### src/rtl/traffic_pkg.sv
// Shared phase codes, light encodings and small helpers
// for the intersection phase scheduler.
package traffic_pkg;

  typedef enum logic [2:0] {
    FLASH    = 3'd0,
    A_GREEN  = 3'd1,
    A_YELLOW = 3'd2,
    CLR_1    = 3'd3,
    B_GREEN  = 3'd4,
    B_YELLOW = 3'd5,
    CLR_2    = 3'd6
  } phase_e;

  localparam logic [2:0] LT_GREEN  = 3'b100;
  localparam logic [2:0] LT_YELLOW = 3'b010;
  localparam logic [2:0] LT_RED    = 3'b001;
  localparam logic [2:0] LT_OFF    = 3'b000;

  function automatic phase_e next_phase(phase_e p);
    phase_e n;
    unique case (p)
      A_GREEN:  n = A_YELLOW;
      A_YELLOW: n = CLR_1;
      CLR_1:    n = B_GREEN;
      B_GREEN:  n = B_YELLOW;
      B_YELLOW: n = CLR_2;
      default:  n = A_GREEN;
    endcase
    return n;
  endfunction

  function automatic logic is_green(phase_e p);
    return (p == A_GREEN) || (p == B_GREEN);
  endfunction

  function automatic logic is_clr(phase_e p);
    return (p == CLR_1) || (p == CLR_2);
  endfunction

  function automatic logic [6:0] clamp7(
    logic [6:0] v,
    logic [6:0] mx
  );
    logic [6:0] r;
    if (v == 7'd0)   r = 7'd1;
    else if (v > mx) r = mx;
    else             r = v;
    return r;
  endfunction

endpackage

### src/rtl/phase_duration_sel.sv
// Clamped durations of the current phase and of the phase
// that follows it; purely combinational.
module phase_duration_sel
  import traffic_pkg::*;
#(
  parameter int MAX_GREEN  = 99,
  parameter int MAX_YELLOW = 4,
  parameter int T_ALLRED   = 1,
  parameter int T_WALK     = 6
) (
  input  phase_e     phase_i,
  input  logic [6:0] t_green_i,
  input  logic [6:0] t_yellow_i,
  input  logic       ped_pending_i,
  input  logic       ped_walk_i,
  output logic [6:0] cur_dur_o,
  output logic [6:0] nxt_dur_o
);

  function automatic logic [6:0] dur(phase_e p, logic walk);
    logic [6:0] d;
    unique case (p)
      A_GREEN, B_GREEN:
        d = clamp7(t_green_i, 7'(MAX_GREEN));
      A_YELLOW, B_YELLOW:
        d = clamp7(t_yellow_i, 7'(MAX_YELLOW));
      CLR_1, CLR_2:
        d = walk ? 7'(T_WALK) : 7'(T_ALLRED);
      default:
        d = 7'd0;
    endcase
    return d;
  endfunction

  // A running clearance keeps its walk length even after
  // the request that caused it has been cleared.
  always_comb begin
    cur_dur_o = dur(phase_i, ped_walk_i);
    nxt_dur_o = dur(next_phase(phase_i), ped_pending_i);
  end

endmodule

### src/rtl/intersection_phase_scheduler.sv
// Two-road phase controller: green/yellow/all-red sequencing,
// display countdown and pedestrian walk handling.
module intersection_phase_scheduler
  import traffic_pkg::*;
#(
  parameter int MAX_GREEN  = 99,
  parameter int MAX_YELLOW = 4,
  parameter int T_ALLRED   = 1,
  parameter int T_WALK     = 6,
  parameter int PED_CUT    = 5
) (
  input  logic       CLOCK_50,
  input  logic       reset,
  input  logic       tick,
  input  logic       start,
  input  logic       step,
  input  logic       load,
  input  logic [6:0] t_green,
  input  logic [6:0] t_yellow,
  input  logic       ped_req,
  output logic [2:0] phase,
  output logic [2:0] light_a,
  output logic [2:0] light_b,
  output logic [6:0] count,
  output logic       count_valid,
  output logic       ped_walk,
  output logic       ped_pending
);

  phase_e     phase_q, phase_d;
  logic [6:0] count_q, count_d;
  logic       blink_q, blink_d;
  logic       pend_q, pend_d;
  logic       walk_q, walk_d;
  logic [2:0] la_q, lb_q;
  logic [5:0] lights_d;
  logic       cv_q;
  logic [6:0] cur_dur, nxt_dur, lim;
  logic       adv;

  phase_duration_sel #(
    .MAX_GREEN (MAX_GREEN),
    .MAX_YELLOW(MAX_YELLOW),
    .T_ALLRED  (T_ALLRED),
    .T_WALK    (T_WALK)
  ) u_dur (
    .phase_i      (phase_q),
    .t_green_i    (t_green),
    .t_yellow_i   (t_yellow),
    .ped_pending_i(pend_q),
    .ped_walk_i   (walk_q),
    .cur_dur_o    (cur_dur),
    .nxt_dur_o    (nxt_dur)
  );

  function automatic logic [5:0] lights(phase_e p, logic b);
    logic [5:0] l;
    unique case (p)
      A_GREEN:      l = {LT_GREEN, LT_RED};
      A_YELLOW:     l = {LT_YELLOW, LT_RED};
      B_GREEN:      l = {LT_RED, LT_GREEN};
      B_YELLOW:     l = {LT_RED, LT_YELLOW};
      CLR_1, CLR_2: l = {LT_RED, LT_RED};
      default:
        l = b ? {LT_YELLOW, LT_YELLOW} : {LT_OFF, LT_OFF};
    endcase
    return l;
  endfunction

  // Next-state: phase advance, countdown, pedestrian latch.
  always_comb begin
    phase_d = phase_q;
    count_d = count_q;
    pend_d  = pend_q;
    walk_d  = walk_q;
    blink_d = tick ? ~blink_q : blink_q;
    adv     = 1'b0;
    lim     = cur_dur;
    if (is_green(phase_q) && pend_q && lim > 7'(PED_CUT))
      lim = 7'(PED_CUT);
    if (phase_q == FLASH) begin
      adv = start ? tick : step;
    end else if (!start) begin
      adv = step;
    end else if (load) begin
      count_d = cur_dur;
    end else if (tick) begin
      if (count_q <= 7'd1)   adv = 1'b1;
      else if (count_q > lim) count_d = lim;
      else                    count_d = count_q - 7'd1;
    end
    if (adv) begin
      phase_d = next_phase(phase_q);
      count_d = nxt_dur;
      walk_d  = is_clr(phase_d) && pend_q;
      if (walk_d) pend_d = 1'b0;
    end
    if (ped_req) pend_d = 1'b1;
    lights_d = lights(phase_d, blink_d);
  end

  // State and registered outputs.
  always_ff @(posedge CLOCK_50 or posedge reset) begin
    if (reset) begin
      phase_q <= FLASH;
      count_q <= 7'd0;
      blink_q <= 1'b1;
      pend_q  <= 1'b0;
      walk_q  <= 1'b0;
      la_q    <= LT_YELLOW;
      lb_q    <= LT_YELLOW;
      cv_q    <= 1'b0;
    end else begin
      phase_q <= phase_d;
      count_q <= count_d;
      blink_q <= blink_d;
      pend_q  <= pend_d;
      walk_q  <= walk_d;
      la_q    <= lights_d[5:3];
      lb_q    <= lights_d[2:0];
      cv_q    <= start && (phase_d != FLASH);
    end
  end

  assign phase       = phase_q;
  assign count       = count_q;
  assign light_a     = la_q;
  assign light_b     = lb_q;
  assign count_valid = cv_q;
  assign ped_walk    = walk_q;
  assign ped_pending = pend_q;

endmodule

### config.mk
export PLATFORM = sky130hd
export DESIGN_NAME = intersection_phase_scheduler
export DESIGN_NICKNAME = d
export VERILOG_FILES = /design/src/rtl/traffic_pkg.sv /design/src/rtl/phase_duration_sel.sv /design/src/rtl/intersection_phase_scheduler.sv
export SDC_FILE = /design/constraint.sdc
export NUM_CORES = 1
export LEC_CHECK = 0
export ABC_AREA = 0
export CAP_MARGIN = 5
export CORE_AREA = 2 2 71 73
export CTS_CLUSTER_DIAMETER = 100
export DETAILED_ROUTE_END_ITERATION = 6
export DIE_AREA = 0 0 73 75
export GPL_TIMING_DRIVEN = 0
export SLEW_MARGIN = 20
export SYNTH_ARGS = -nofsm -noshare
export SYNTH_HDL_FRONTEND = slang
export SYNTH_SLANG_ARGS = --single-unit
### constraint.sdc
create_clock -name CLOCK_50 -period 9.6 [get_ports CLOCK_50]
set_clock_uncertainty 0.1 [all_clocks]
set_input_delay 1.92 -clock CLOCK_50 [delete_from_list [all_inputs] [get_ports CLOCK_50]]
set_output_delay 1.92 -clock CLOCK_50 [all_outputs]
set_load 0.05 [all_outputs]
==> run metrics, run 1 <==
outcome=finished, final reports clean; Port Buffers=35; final hold violations=0; layout cells sized above 1=13.3%; Net Sw Frac=52.5%; Synth cell types=67; Worst-path clk slew=0.09 ns; Most used DFF post-synth=dfrtp_1; hold_ws=0.480 ns; Synth Register Bits=20; setup violators final=0; critical-path cell list=clkdlybuf4s50_1 > or4_4 > nor2_1 > a311o_1 > o21ai_0 > nand2_1 > nand2_1 > nand3_1 > ha_1 > nand2_1 > nor2_1 > and3_1 > o21ai_0 > a22oi_2 > mux2_2 > o31ai_2; Post-synth EDFFs=0; WL/cell=15.7 um; Syn Nets=253; Required @ worst endpoint=9.68 ns; initial DRC count=153; die area=5480 um^2; vias in the first global route=1693; Residual DRC=0; Seq/Total Area, Yosys=27.3%; number of placed instances, taps included=313; post-cts resize count=0; total CTS buffers=3; min-delay worst type=reg -> reg; Post-Syn Area=1850 um^2; Ports=40; Post-layout nets=293; largest net degree at the start of global routing=21; clock sinks=20; worst path buffer plus inverter count=1; Total GRT Usage=19.6%; first-pass GRT wire length=8.38 mm; area of the multi-input gates=1220 um^2; # diodes=0; Post-CTS Hold Fix Bufs=0; ys async rst share=100%; Storage cell area=504 um^2; fin util=50.1%; TritonRoute pass-1 iters=4; Root Driver=clkbuf_8; crit path launch type=primary input; Area growth, synth to finish=26.5%; Core ar.=4660 um^2; critical path class=in -> reg; syn_area_per_cell=8.24 um^2; f_max=186 MHz; MaxCap Viol Count=0; Clock power frac=9.5%; Worst Path Arrival=5.47 ns; Worst setup EP type=flip-flop; Total Wirelength=4.97 mm; Final TNS setup=0 ns; most used cell, CP=nand2_1; CTS H-tree depth=1; GP Congestion=0.868; vias per inst=5.81; Seq pwr share=17.7%; antenna violations before repair=0; Comb pwr share=72.8%; pwr dens=396 nW/um^2; filler cell count=459; worst slew pin tran=0.796 ns; clock buffer depth=2; Critical Path Slowest Stage Cell=or4_4; IR drop worst, VDD=147 uV; chip width=73 um; total number of yosys warnings=0; crit-path leading delay family=simple AND/OR/NAND/NOR gates; Final Non-Filler Cells=317; Die Ht=75 um; critical path fanouts, max=5; vias=1841; HPWL Detailed=3.79 mm; worst skew pair latency=0.27 ns; Psw=0.485 mW; grt total ovfl=0; Final period util=56.1%; Cell Rows=25; CTS tree=built; Finished Cell Area=2340 um^2; Slew headroom=46.9%; Final Max Tran Viols=0; Max stage delay on crit path=0.55 ns; Initial Util=39.6%; Post-DP Area=2260 um^2; Pint=0.440 mW; crit path time final=5.38 ns; unrepaired setup endpoints after global routing=no; final antenna-violating net count=0; post-CTS setup buffer count=0; Synth Instances=224; Leak=0.946 nW
## registers in the layout, summed over array words and instances, names as in the netlist
signal       flops
ped_walk         1
phase            3
light_b          3
count_valid      1
count            7
ped_pending      1
blink_q          1
light_a          3
## layout make-up
type | instances | share of cell area, %
plain buffers | 14 | 3.70
clock buffers | 3 | 1.77
repair buffers | 35 | 15.0
multi-input cells | 181 | 52.3
flip-flops and latches | 20 | 21.6
well taps | 54 | 2.89
clock inverters | 1 | 1.29
inverters | 9 | 1.45
## cells in the final DEF (no fill, tap or decap), types with 3 or more instances in the layout
| cell | Yosys | routed |
|---|---|---|
| ha_1 | 8 | 8 |
| inv_1 | 9 | 9 |
| a221oi_1 | 3 | 3 |
| xor2_1 | 5 | 5 |
| a22oi_1 | 4 | 4 |
| nand2_1 | 31 | 31 |
| nor2_1 | 18 | 18 |
| clkdlybuf4s50_1 | 0 | 35 |
| nand3_1 | 7 | 7 |
| dfrtp_1 | 17 | 17 |
| and3_1 | 4 | 4 |
| buf_2 | 3 | 3 |
| a21o_1 | 3 | 3 |
| a21oi_1 | 7 | 7 |
| dfstp_2 | 3 | 3 |
| nor3_1 | 7 | 7 |
| o22ai_1 | 4 | 4 |
| clkbuf_1 | 7 | 7 |
| a31oi_1 | 3 | 3 |
| nand2b_1 | 5 | 5 |
| nor4_1 | 3 | 3 |
| buf_6 | 4 | 4 |
| o21ai_0 | 13 | 13 |
| clkbuf_8 | 0 | 3 |
## cells by family after synthesis
logic type	share of synthesized area, %
and+or+nand+nor	25.9
AOI/OAI and AO/OA	28.9
buffers and inverters	6.50
DFF	27.3
adders and majority gates	6.03
xor gates and xnor gates	4.20
muxes	1.15
## Yosys cell counts (3+ instances only)
library cell   n  area share (%)
a21o_1         3             1.2
a21oi_1        7             1.9
a221oi_1       3             1.4
a22oi_1        4             1.6
a31oi_1        3             1.0
and3_1         4             1.4
buf_2          3            0.81
buf_6          4             2.4
clkbuf_1       7             1.4
dfrtp_1       17              23
dfstp_2        3             4.3
ha_1           8             5.4
inv_1          9             1.8
nand2_1       31             6.3
nand2b_1       5             1.7
nand3_1        7             1.9
nor2_1        18             3.7
nor3_1         7             1.9
nor4_1         3             1.0
o21ai_0       13             3.5
o22ai_1        4             1.4
xor2_1         5             2.4
## path summary, 6_finish.rpt
path / slack, ns / start / depth (start not counted) / end
worst min register to register: 0.48 / ped_walk / 2 / ped_walk
min in group asynchronous: 2.00 / reset / 2 / ped_walk
worst min-delay path: 0.48 / ped_walk / 2 / ped_walk
worst max-delay path: 4.22 / t_yellow[6] / 16 / count[5]
worst max register to register: 5.94 / phase[2] / 15 / count[5]
max in group asynchronous: 6.91 / reset / 2 / ped_pending
## metal layers
layer | track usage [%] | wire, um | part of all wire, %
met1 | 30.9 | 2520 | 51
met2 | 28.6 | 2140 | 43
met5 | 0 | 0 | 0
met4 | 5.97 | 76 | 1.5
met3 | 1.20 | 232 | 4.7
## worst reg2reg max path: cells and delay by family (launching register included)
| family | cells | cell delay (ns) |
|---|---|---|
| adders and majority gates | 1 | 0.32 |
| and+or+nand+nor | 7 | 0.93 |
| AOI/OAI and AO/OA | 5 | 0.99 |
| muxes | 1 | 0.37 |
| DFF | 1 | 0.49 |
| xor gates and xnor gates | 1 | 0.38 |
## power by group through the flow
stage / registers (mW) / logic (mW) / clock network (mW)
global route: 0.169 / 0.739 / 0.0925
global placement: 0.165 / 0.664 / 0
floorplan: 0.275 / 0.388 / 0
detailed placement: 0.166 / 0.668 / 0
CTS: 0.164 / 0.671 / 0.0884
finish: 0.164 / 0.673 / 0.0878
## metrics by stage
stage	total power, mW	setup slack [ns]
3_5_place_dp	0.834	3.94
2_1_floorplan	0.662	4.79
5_1_grt	1.00	3.88
4_1_cts	0.923	4.22
3_3_place_gp	0.829	3.99
6_report	0.925	4.22
Note: power is estimated with default switching activity, not from simulation.
==> run 2: changes to the inputs <==
--- a/config.mk
+++ b/config.mk
@@ -12,6 +12,7 @@
 export DETAILED_ROUTE_END_ITERATION = 6
 export DIE_AREA = 0 0 73 75
 export GPL_TIMING_DRIVEN = 0
+export PLACE_DENSITY = 0.67
 export SLEW_MARGIN = 20
 export SYNTH_ARGS = -nofsm -noshare
 export SYNTH_HDL_FRONTEND = slang
==> constraint.sdc (replaced) <==
create_clock -name CLOCK_50 -period 4.5 [get_ports CLOCK_50]
set_clock_uncertainty 0.1 [all_clocks]
set_input_delay 0.9 -clock CLOCK_50 [delete_from_list [all_inputs] [get_ports CLOCK_50]]
set_output_delay 0.9 -clock CLOCK_50 [all_outputs]
set_load 0.05 [all_outputs]
==> run 2 against run 1 <==
- sequential power rose by 110%
- sequential share of layout area fell by 0.18 points
- via count rose by 1.6%
- register-to-register slack got worse by 5.0 ns
- count of clock-buffer cells in the layout did not move
- non-clock buffer count rose by 2
- die area did not move
- cell count rose by 0.63%
- total power rose by 120%
- first-iteration DRC count rose by 20%
- core utilization rose by 0.43 points
- critical path type unchanged
==> run metrics, run 2 (synthesized netlist as in run 1, its figures left out) <==
most common cell after layout, fill and taps aside=clkdlybuf4s50_1; outcome=finished, final reports clean; Max stage delay on crit path=0.56 ns (about the same); Final TNS setup=0 ns (unchanged); Slew headroom=48.4% (+1.6 points); PnR worst setup slack=0.344 ns (-3.87 ns); worst path buffer plus inverter count=2 (+1); Cell Rows=25 (unchanged); vias per inst=5.86 (+0.94%); unrepaired setup endpoints after global routing=no; Worst Path Arrival=4.20 ns (-1.27 ns); Ports=40 (unchanged); worst skew pair latency=0.26 ns (about the same); Root Driver=clkbuf_8; setup violators final=0 (unchanged); Final period util=92.4%; layout cells sized above 1=14.3% (+1.0 points); clock sinks=20 (unchanged); filler cell count=444 (-3.3%); antenna violations before repair=0 (unchanged); WL/cell=15.5 um (-1.3%); Area growth, synth to finish=27.6%; Worst setup EP type=flip-flop; crit path launch type=primary input; chip width=73 um (unchanged); Port Buffers=35 (unchanged); f_max=241 MHz; initial DRC count=184 (+20%); total CTS buffers=3 (unchanged); CTS tree=built; vias=1870 (+1.6%); critical path fanouts, max=10 (+5); GP Congestion=0.871 (+0.37%); CTS H-tree depth=1 (unchanged); most frequent cells in the layout=clkdlybuf4s50_1, nand2_1, nor2_1, dfrtp_1, o21ai_0; Total Wirelength=4.93 mm (-0.64%); grt total ovfl=0 (unchanged); HPWL Detailed=3.78 mm (-0.29%); Post-layout nets=295 (+0.68%); clock buffer depth=2 (unchanged); # diodes=0 (unchanged); final antenna-violating net count=0 (unchanged); Required @ worst endpoint=4.54 ns (-5.14 ns); most used cell, CP=nand2_1; final hold violations=0 (unchanged); TritonRoute pass-1 iters=5 (+1); Post-CTS Hold Fix Bufs=0 (unchanged); vias in the first global route=1675 (-1.1%); die area=5480 um^2 (unchanged); first-pass GRT wire length=8.09 mm (-3.5%); Residual DRC=0 (unchanged); Initial Util=39.6% (unchanged); Core ar.=4660 um^2 (unchanged); Place WS=-0.0934 ns (-4.04 ns); crit-path leading delay family=simple AND/OR/NAND/NOR gates; Final Max Tran Viols=0 (unchanged); IR drop worst, VDD=452 uV (+210%); Die Ht=75 um (unchanged); Worst-path clk slew=0.08 ns (about the same); Largest register FFs=7 (unchanged); critical-path cell list=clkdlybuf4s50_1 > or4_4 > nor2_2 > a311o_1 > o21ai_0 > nand2_1 > nand2_1 > nand3_1 > ha_1 > nand2_1 > nor2_1 > and3_1 > o21ai_0 > a22oi_2 > buf_6 > a221oi_1 > nor3_2; Leak=0.965 nW (+2.0%); critical path class=in -> reg; Critical Path Slowest Stage Cell=or4_4; crit path time final=4.16 ns; largest net degree at the start of global routing=21 (unchanged); Total GRT Usage=19.1% (-0.56 points); min-delay worst type=reg -> reg; worst slew pin tran=0.773 ns (-0.0233 ns); pwr dens=846 nW/um^2 (+110%); MaxCap Viol Count=0 (unchanged); hold_ws=0.486 ns (+0.00618 ns)
[run 2: metal layers]
layer	wire [um]	global-route usage, %	vias up	part of all wire [%]
li1	-	-	914	-
met1	2400	27.5	903	49
met2	2300	29.8	51	47
met3	199	1.61	2	4.0
met4	31	7.00	0	0.63
met5	0	0	-	0
[run 2: layout make-up]
type	count	area, um^2	share of cell area [%]
sequential	20	504	21.4
multi-input combinational	181	1220	52.0
clock buffer	3	41.3	1.75
inverter	9	33.8	1.43
buffer	14	86.3	3.66
timing repair buffer	37	368	15.6
clock inverter	1	30.0	1.27
tap	54	67.6	2.87
[run 2: worst paths after layout]
kind	start	end	slack, ns	depth (start not counted)
setup / recovery	t_yellow[6]	count[1]	0.34	17
hold / removal	blink_q	blink_q	0.49	1
setup reg to reg	phase[2]	count[5]	0.93	15
hold reg to reg	blink_q	blink_q	0.49	1
max in group asynchronous	reset	ped_walk	2.85	2
min in group asynchronous	reset	count[1]	0.97	2
[run 2: power breakdown]
part           switching (mW)  internal (mW)  total [mW]
registers              0.0845          0.266       0.350
clock network          0.0627          0.119       0.181
logic                   0.884          0.578        1.46
[run 2: metrics by stage]
step                cells  total power [mW]  area [um^2]  util [%]
floorplan             224              1.41         1850         -
global placement      313              1.76         2260      48.6
detailed placement    313              1.78         2260      48.6
CTS                   317              1.97         2340      50.1
global route          319              2.16         2360      50.6
finish                319              1.99         2360      50.6
[run 2: repair_timing]
action	in CTS	in global routing
setup endpoints to repair	0	6
hold endpoints to repair	0	0
resized for setup	0	2
buffers inserted	0	2
==> run 3: changes to the inputs <==
--- a/config.mk
+++ b/config.mk
@@ -7,12 +7,11 @@
 export LEC_CHECK = 0
 export ABC_AREA = 0
 export CAP_MARGIN = 5
-export CORE_AREA = 2 2 71 73
+export CORE_AREA = 2 2 89 91
 export CTS_CLUSTER_DIAMETER = 100
 export DETAILED_ROUTE_END_ITERATION = 6
-export DIE_AREA = 0 0 73 75
+export DIE_AREA = 0 0 91 93
 export GPL_TIMING_DRIVEN = 0
-export PLACE_DENSITY = 0.67
 export SLEW_MARGIN = 20
 export SYNTH_ARGS = -nofsm -noshare
 export SYNTH_HDL_FRONTEND = slang
==> run 3 against run 2 <==
- hold slack worse by 0.0026 ns
- first-iteration DRC count is 17% lower
- combinational power hardly changed
- final area is 2.2% higher
- cell count is 14% higher
- die area is 55% higher
- total power is 1.4% lower
==> run metrics, run 3 (synthesized netlist as in run 1, its figures left out) <==
RR Endpoint=count[5]; most common cell after layout, fill and taps aside=clkdlybuf4s50_1; outcome=finished, final reports clean; die area=8460 um^2 (+55%); crit path launch type=primary input; HPWL Detailed=4.02 mm (+6.3%); Initial Util=24.5% (-15 points); antenna violations before repair=0 (unchanged); Residual DRC=0 (unchanged); WL/cell=14.1 um (-8.8%); Cell Rows=32 (+28%); most frequent cells in the layout=clkdlybuf4s50_1, nand2_1, nor2_1, dfrtp_1, o21ai_0; Leak=0.956 nW (-1.0%); Worst Hold Endpoint=blink_q; vias in the first global route=1806 (+7.8%); Worst setup EP type=flip-flop; Place WS=-0.135 ns (-0.0414 ns); clock buffer depth=2 (unchanged); Core ar.=7530 um^2 (+62%); worst skew pair latency=0.26 ns (about the same); Hold Path Stages=1 (unchanged); number of placed instances, taps included=361 (+15%); chip width=91 um (+25%); worst slew pin tran=0.778 ns (+0.00509 ns); largest net degree at the start of global routing=21 (unchanged); final hold violations=0 (unchanged); Total Wirelength=5.15 mm (+4.3%); initial DRC count=153 (-17%); PnR worst setup slack=0.226 ns (-0.117 ns); TritonRoute pass-1 iters=4 (-1); worst path buffer plus inverter count=2 (unchanged); unrepaired setup endpoints after global routing=no; setup violators final=0 (unchanged); critical path class=in -> reg; Post-layout nets=293 (-0.68%); # diodes=0 (unchanged); Max stage delay on crit path=0.56 ns (about the same); Worst-path clk slew=0.08 ns (about the same); crit-path leading delay family=simple AND/OR/NAND/NOR gates; grt total ovfl=0 (unchanged); Total GRT Usage=12.3% (-6.8 points); critical-path cell list=clkdlybuf4s50_1 > or4_4 > nor2_2 > a311o_1 > o21ai_0 > nand2_1 > nand2_1 > nand3_1 > ha_1 > nand2_1 > nor2_1 > and3_1 > o21ai_0 > a22oi_2 > buf_6 > a221oi_1 > nor3_2; critical path fanouts, max=10 (unchanged); post-cts resize count=0 (unchanged); CTS H-tree depth=1 (unchanged); total CTS buffers=3 (unchanged); Port Buffers=35 (unchanged); Die Ht=93 um (+24%); GP Congestion=0.834 (-4.2%); Final Non-Filler Cells=365 (+14%); filler cell count=817 (+84%); r2r startpoint=phase[2]; Root Driver=clkbuf_8; Critical Path Slowest Stage Cell=or4_4; Slew headroom=48.1% (-0.34 points); vias=1846 (-1.3%); Final TNS setup=0 ns (unchanged); Required @ worst endpoint=4.54 ns (about the same); Ports=40 (unchanged); Register-to-Register Path Depth=15 (unchanged); IR drop worst, VDD=145 uV (-68%); Final period util=95.0% (+2.6 points); layout cells sized above 1=14.1% (-0.27 points); Final Max Tran Viols=0 (unchanged); CTS tree=built; Post-CTS Hold Fix Bufs=0 (unchanged); most used cell, CP=nand2_1; min-delay worst type=reg -> reg; Power Total=1.97 mW (-1.4%); MaxCap Viol Count=0 (unchanged); final antenna-violating net count=0 (unchanged); crit path time final=4.27 ns (+0.117 ns); flop-to-flop setup slack=0.86 ns (-0.07 ns); Largest register FFs=7 (unchanged); Area growth, synth to finish=30.4%; Min-Delay Startpoint=blink_q; vias per inst=5.06 (-14%); clock sinks=20 (unchanged); Worst Path Arrival=4.31 ns (+0.11 ns); hold_ws=0.483 ns (-0.00264 ns); pwr dens=816 nW/um^2 (-3.5%); first-pass GRT wire length=8.61 mm (+6.4%); f_max=234 MHz (-2.7%); post-CTS setup buffer count=0 (unchanged)
[run 3: cell count changes in the layout (fill, tap and decap cells not counted), sizes merged]
cell and delta:
buf -2
[run 3: worst max-delay path by stage]
stage                           to  cells after the start        start
final                     count[1]                     17  t_yellow[6]
after global routing      count[5]                     16   t_green[4]
after CTS                 count[5]                     16  t_yellow[6]
after detailed placement  count[5]                     16  t_yellow[6]
after global placement    count[5]                     16  t_yellow[6]
after floorplan           count[5]                     15  t_yellow[6]
[run 3: per-stage QoR]
step	area [um^2]	utilization, %
floorplan	1850	-
global placement	2320	30.9
detailed placement	2320	30.9
global route	2410	32.0
CTS	2400	31.8
finish	2410	32.0
[run 3: area by class of cell]
type	instances	area (um^2)	area share [%]
multi-input cells	181	1230	51.1
flip-flops and latches	20	504	20.9
repair buffers	35	353	14.7
well taps	102	128	5.30
plain buffers	14	86.3	3.59
clock buffers	3	41.3	1.72
inverters	9	33.8	1.40
clock inverters	1	30.0	1.25
[run 3: worst register-to-register path, stage by stage, from the launching register on]
cell,delay [ns]
dfrtp_1,0.48
xnor2_2,0.36
nor2_1,0.09
a311o_1,0.38
o21ai_0,0.10
nand2_1,0.17
nand2_1,0.14
nand3_1,0.09
ha_1,0.32
nand2_1,0.05
nor2_1,0.18
and3_1,0.20
o21ai_0,0.10
a22oi_2,0.27
mux2_2,0.38
o31ai_2,0.17
[run 3: routing by layer]
| layer | part of all wire (%) | track usage, % | vias up |
|---|---|---|---|
| li1 | - | - | 911 |
| met1 | 48 | 16.7 | 890 |
| met2 | 48 | 21.0 | 41 |
| met3 | 3.2 | 0.967 | 4 |
| met4 | 1.1 | 3.16 | 0 |
| met5 | 0 | 0 | - |
[run 3: power by group]
group          total (mW)  switching (mW)  internal (mW)  leakage, nW
sequential          0.351          0.0854          0.266        0.238
clock               0.180          0.0616          0.119       0.0357
combinational        1.43           0.880          0.554        0.682
